==> src/rtl/serve_counters_if.sv <==
// Drop/clear handshake between the players, the serving counters and the scorer.
interface serve_counters_if;
    logic [1:0]      place_valid;
    logic [1:0]      place_space;
    logic [1:0][3:0] place_item;
    logic [1:0]      clear_space;
    logic [1:0][3:0] check_spaces;
    logic [1:0]      place_ack;
    logic [1:0]      stale;

    modport master (
        output place_valid, place_space, place_item, clear_space,
        input  check_spaces, place_ack, stale
    );

    modport slave (
        input  place_valid, place_space, place_item, clear_space,
        output check_spaces, place_ack, stale
    );
endinterface

==> src/rtl/serve_counters.sv <==
// Two serving-window spaces: per-space empty/plate/dish FSM with stale-dish timeout.
// Optional reject display of invalid items is enabled by `SERVE_REJECT_EN.
module serve_counters #(
    parameter int unsigned STALE_FRAMES  = 600,
    parameter int unsigned REJECT_FRAMES = 30
) (
    input logic                vsync,
    input logic                reset_n,
    input logic [2:0]          game_state,
    serve_counters_if.slave    bus
);

    localparam logic [3:0] ItemPlate  = 4'd1;
    localparam logic [3:0] ItemSoup   = 4'd2;
    localparam logic [3:0] ItemPlated = 4'd4;

    // The 10-bit counter exits at limit-1, so limits above 1024 cannot be honoured.
    if (STALE_FRAMES == 0 || STALE_FRAMES > 1024 ||
        REJECT_FRAMES == 0 || REJECT_FRAMES > 1024) begin : g_bad_cfg
        $error("serve_counters: frame limits must lie in 1..1024");
    end

    localparam logic [9:0] StaleLast = 10'(STALE_FRAMES - 1);

    typedef enum logic [1:0] {
        StEmpty  = 2'd0,
        StPlate  = 2'd1,
`ifdef SERVE_REJECT_EN
        StDish   = 2'd2,
        StReject = 2'd3
`else
        StDish   = 2'd2
`endif
    } st_e;

`ifdef SERVE_REJECT_EN
    localparam logic [9:0] RejectLast = 10'(REJECT_FRAMES - 1);

    function automatic logic item_invalid(logic [3:0] item);
        return !(item inside {4'd0, ItemPlate, ItemSoup, ItemPlated});
    endfunction
`endif

    function automatic logic drop_ok(st_e st, logic [3:0] item);
        case (st)
`ifdef SERVE_REJECT_EN
            StEmpty: drop_ok = (item == ItemPlate) || (item == ItemPlated) || item_invalid(item);
`else
            StEmpty: drop_ok = (item == ItemPlate) || (item == ItemPlated);
`endif
            StPlate: drop_ok = (item == ItemSoup);
            default: drop_ok = 1'b0;
        endcase
    endfunction

    // Only meaningful when drop_ok() holds for the same arguments.
    function automatic st_e drop_next(st_e st, logic [3:0] item);
        if (st == StPlate)         return StDish;
        if (item == ItemPlate)     return StPlate;
        if (item == ItemPlated)    return StDish;
`ifdef SERVE_REJECT_EN
        return StReject;
`else
        return StEmpty;
`endif
    endfunction

    st_e        state_q [2];
    st_e        state_d [2];
    logic [9:0] cnt_q   [2];
    logic [9:0] cnt_d   [2];
    logic [1:0] ack_q, ack_d;
    logic [1:0] stale_q, stale_d;
    logic [1:0] tgt0, tgt1;

    assign tgt0 = bus.place_valid[0] ? (bus.place_space[0] ? 2'b10 : 2'b01) : 2'b00;
    assign tgt1 = bus.place_valid[1] ? (bus.place_space[1] ? 2'b10 : 2'b01) : 2'b00;

    always_comb begin
        ack_d   = '0;
        stale_d = '0;
        for (int s = 0; s < 2; s++) begin
            state_d[s] = state_q[s];
            if (state_q[s] == StDish && bus.clear_space[s]) begin
                state_d[s] = StEmpty;
            end else if (tgt0[s] && drop_ok(state_q[s], bus.place_item[0])) begin
                state_d[s] = drop_next(state_q[s], bus.place_item[0]);
                ack_d[0]   = 1'b1;
            end else if (tgt1[s] && !tgt0[s] && drop_ok(state_q[s], bus.place_item[1])) begin
                // Player 1 loses the space outright whenever player 0 also targets it.
                state_d[s] = drop_next(state_q[s], bus.place_item[1]);
                ack_d[1]   = 1'b1;
            end else if (state_q[s] == StDish && cnt_q[s] == StaleLast) begin
                state_d[s] = StEmpty;
                stale_d[s] = 1'b1;
`ifdef SERVE_REJECT_EN
            end else if (state_q[s] == StReject && cnt_q[s] == RejectLast) begin
                state_d[s] = StEmpty;
`endif
            end

            if (state_d[s] != state_q[s]) begin
                cnt_d[s] = '0;
`ifdef SERVE_REJECT_EN
            end else if (state_q[s] == StDish || state_q[s] == StReject) begin
`else
            end else if (state_q[s] == StDish) begin
`endif
                cnt_d[s] = cnt_q[s] + 10'd1;
            end else begin
                cnt_d[s] = '0;
            end
        end
    end

    always_ff @(negedge vsync) begin
        if (!reset_n || game_state == 3'd0) begin
            for (int s = 0; s < 2; s++) begin
                state_q[s] <= StEmpty;
                cnt_q[s]   <= '0;
            end
            ack_q   <= '0;
            stale_q <= '0;
        end else begin
            for (int s = 0; s < 2; s++) begin
                state_q[s] <= state_d[s];
                cnt_q[s]   <= cnt_d[s];
            end
            ack_q   <= ack_d;
            stale_q <= stale_d;
        end
    end

    assign bus.place_ack = ack_q;
    assign bus.stale     = stale_q;

    always_comb begin
        bus.check_spaces = '0;
        for (int s = 0; s < 2; s++) begin
            case (state_q[s])
                StPlate:  bus.check_spaces[s] = ItemPlate;
                StDish:   bus.check_spaces[s] = ItemPlated;
`ifdef SERVE_REJECT_EN
                StReject: bus.check_spaces[s] = 4'hF;
`endif
                default:  bus.check_spaces[s] = 4'h0;
            endcase
        end
    end

endmodule

==> src/flat_wrapper.sv <==
// flat-port wrapper written by rule: the top's interface ports become plain ports
module serve_counters_flat 
#(
    parameter int unsigned STALE_FRAMES  = 600,
    parameter int unsigned REJECT_FRAMES = 30
)
  (vsync, reset_n, game_state, bus_place_valid, bus_place_space, bus_place_item, bus_clear_space, bus_check_spaces, bus_place_ack, bus_stale);
  serve_counters_if bus_i ();
  input logic vsync;
  input logic reset_n;
  input logic [2:0] game_state;
  input wire logic [$bits(bus_i.place_valid)-1:0] bus_place_valid;
  input wire logic [$bits(bus_i.place_space)-1:0] bus_place_space;
  input wire logic [$bits(bus_i.place_item)-1:0] bus_place_item;
  input wire logic [$bits(bus_i.clear_space)-1:0] bus_clear_space;
  output wire logic [$bits(bus_i.check_spaces)-1:0] bus_check_spaces;
  output wire logic [$bits(bus_i.place_ack)-1:0] bus_place_ack;
  output wire logic [$bits(bus_i.stale)-1:0] bus_stale;
  assign bus_i.place_valid = bus_place_valid;
  assign bus_i.place_space = bus_place_space;
  assign bus_i.place_item = bus_place_item;
  assign bus_i.clear_space = bus_clear_space;
  assign bus_check_spaces = bus_i.check_spaces;
  assign bus_place_ack = bus_i.place_ack;
  assign bus_stale = bus_i.stale;
  serve_counters #(.STALE_FRAMES(STALE_FRAMES), .REJECT_FRAMES(REJECT_FRAMES)) u_core (.vsync(vsync), .reset_n(reset_n), .game_state(game_state), .bus(bus_i));
endmodule
==> config.mk <==
export PLATFORM = sky130hd
export DESIGN_NAME = serve_counters_flat
export DESIGN_NICKNAME = d
export VERILOG_FILES = /design/src/rtl/serve_counters_if.sv /design/src/rtl/serve_counters.sv /design/src/flat_wrapper.sv
export SDC_FILE = /design/constraint.sdc
export NUM_CORES = 1
export LEC_CHECK = 0
export CORE_MARGIN = 10
export CORE_UTILIZATION = 45
export CTS_BUF_LIST = sky130_fd_sc_hd__clkbuf_2 sky130_fd_sc_hd__clkbuf_4 sky130_fd_sc_hd__clkbuf_8
export CTS_CLUSTER_DIAMETER = 50
export DETAILED_ROUTE_END_ITERATION = 8
export PLACE_DENSITY_LB_ADDON = 0.15
export SYNTH_ARGS = -nofsm -noshare
export SYNTH_HDL_FRONTEND = slang
export SYNTH_SLANG_ARGS = --single-unit
==> constraint.sdc <==
create_clock -name vsync -period 2 [get_ports vsync]
set_input_delay 0.2 -clock vsync [delete_from_list [all_inputs] [get_ports vsync]]
set_output_delay 0.2 -clock vsync [all_outputs]
set_load 0.1 [all_outputs]
==> reports/summary.txt <==
top cells by area, synth - dfxtp_1 (34%), nor3_2 (11%), xor2_1 (5.8%)
crit start category - flip-flop
total wire length - 5530 um
post-synthesis register bit count - 28
DR pass1 iterations - 4
Reg clk slew, reported paths - 0.05 ns
Seq/Total Area, Yosys - 0.340
peak supply drop - 0.350 mV
fin. max-slew vios - 0
crit path max fanout - 3
failing checks - negative setup slack
WP data required - 1.80 ns
CTS root buf - clkbuf_8
Synth Area per Inst - 9.65 sq um
Data arrival, critical path - 2.10 ns
top-count cell post-synth - dfxtp_1
Starting DRT DRC Count - 96
Final nets - 276
Crit path depth - 2
worst-path cell chain - nor2b_4 > buf_12
Max clock buf depth - 2
R2R depth - 6
Seq pwr share - 0.407
number of synthesized flops with an enable pin - 0
largest net degree at the start of global routing - 15
Inserted Clock Buffers - 3
Net Sw Frac - 0.357
cell taking the most area after synthesis - dfxtp_1
CP delay by family, top - flip-flops
final setup TNS - -1.44 ns
Core Area - 0.00344 sq mm
maxcap violations - 0
Worst Setup End Kind - output port
Rows - 21
GR Overflow Total - 0
hpwl dp - 3180 um
internal power - 0.000889 W
CP max stage cell - dfxtp_4
Ports - 31
RSZ-0062 raised after global routing - yes
area grow syn2layout - 66.4%
Hold Crit Depth - 1
I/O Buffers - 26
Worst Setup Slack, final - -0.304 ns
initial antenna violation count - 0
die area - 0.00649 sq mm
DR vias/cell - 5.67
Clk pwr share - 0.398
Clock Sinks - 28
fin area - 0.00275 sq mm
WP buf/inv - 1
share of layout cells above drive strength 1 - 0.502
Ys Warns - 0
placed cell areas - 0.00222 sq mm
Post-Syn Instances - 171
status - complete, but fails checks
Final ANT Viol Nets - 0
area of the mapped netlist - 0.00165 sq mm
main flop type after synthesis - dfxtp_1
clock skew - 0.0336 ns
ant diodes - 0
NetSw - 0.000494 W
endpoints failing setup - 13
post-DR wirelength/cell - 18.5 um
initial core utilization - 0.479
Crit Path Class - reg -> out
Synth cell types - 48
via count - 1694
Comb power frac - 0.196
crit-path max cell delay - 0.37 ns
gr usage total - 0.141
die height - 80.6 um
H-tree depth - 1
DRC viols - 0
P_leak - 1.09 nW
total chip power - 0.00138 W
commonest cells in the netlist - dfxtp_1 (28), nor3_2 (18), nand2_1 (11), xor2_1 (11), nand3_1 (9)
Die Wd - 80.6 um
pwr/cell area - 503 mW/mm^2
CTS tree - done
worst skew pair latency - 0.37 ns
fin util - 0.798
first-pass GRT wire length - 7560 um
vias in the first global route - 1761
GP Congestion - 0.785
Synth top area share - 0.340
fraction of registers with async set/reset - 0
Hold Violations, Final - 0
hold crit path type - reg -> reg
==> power by group through the flow <==
| stage | registers, W | clock network, W | logic, W |
|---|---|---|---|
| after floorplan | 0.000579 | 0.0000886 | 0.000110 |
| after global placement | 0.000575 | 0.0000886 | 0.000196 |
| after detailed placement | 0.000575 | 0.0000886 | 0.000201 |
| after CTS | 0.000563 | 0.000555 | 0.000222 |
| after global routing | 0.000561 | 0.000619 | 0.000280 |
| final | 0.000563 | 0.000550 | 0.000271 |
==> worst paths after layout <==
| check | from | slack [ns] | to |
|---|---|---|---|
| worst min register to register | u_core.cnt_q[0][10] | 0.47 | u_core.cnt_q[0][10] |
| worst max-delay path | u_core.state_q[0][1] | -0.30 | bus_check_spaces[2] |
| worst min-delay path | u_core.cnt_q[0][10] | 0.47 | u_core.cnt_q[0][10] |
| worst max register to register | u_core.cnt_q[0][0] | 0.37 | u_core.cnt_q[0][0] |
==> metal layers <==
layer  global-route usage  vias to the layer above  wire length (um)
li1                     -                      790                 -
met1                0.140                      828              2020
met2                0.259                       64              3080
met3               0.0390                       12               311
met4               0.0757                        0               113
met5                    0                        -                 0
==> metrics by stage <==
stage	worst slack [ns]	instances	hold slack (ns)
global placement	-0.771	258	0.445
CTS	-0.290	298	0.466
finish	-0.304	299	0.466
global route	-0.326	299	0.489
detailed placement	-0.889	258	0.452
floorplan	-0.159	174	0.432
==> layout by cell type (no fill, tap or decap), types with 3 or more instances in the layout <==
cell type,Yosys,layout
buf_6,2,11
nor2_1,8,6
dfxtp_2,0,4
and3_1,3,3
nand3_1,9,9
buf_4,5,23
clkbuf_2,0,3
nand2_1,11,9
inv_1,4,30
nor2b_4,1,3
o31ai_4,0,3
nor4b_4,0,4
xnor2_1,7,6
nand4_1,3,3
xor2_1,11,11
clkbuf_8,0,3
buf_2,3,5
nor4b_2,1,3
buf_12,0,9
conb_1,1,4
dfxtp_1,28,20
nor4bb_4,0,3
nor3_2,18,18
dfxtp_4,0,4
==> area by class of cell <==
cell class                 instances  area (sq um)
clock buffer                       3          41.3
clock inverter                    28           105
fill                             206           696
inverter                           3          13.8
multi-input combinational        132          1330
sequential                        28           581
tap                               46          57.6
timing repair buffer              59           622
==> logic make-up after synthesis <==
logic type      after synthesis  synth area share
buf+inv                      14            0.0546
other cells                   1           0.00227
compound gates               20             0.103
fa+ha+maj                     2            0.0152
simple gates                 88             0.390
flops                        28             0.340
xor+xnor                     18            0.0955
==> registers in the layout, summed over array words and instances (netlist names) <==
register,flops
u_core.bus.stale,2
u_core.state_q,4
u_core.bus.place_ack,2
u_core.cnt_q,20
==> repair_timing <==
item,4_1_cts,5_1_grt
setup buffers,7,1
hold buffers,0,0
cloned,3,0
setup endpoints to repair,36,35
resized for setup,85,53
pin swaps,18,23
Note: power is estimated with default switching activity, not from simulation.
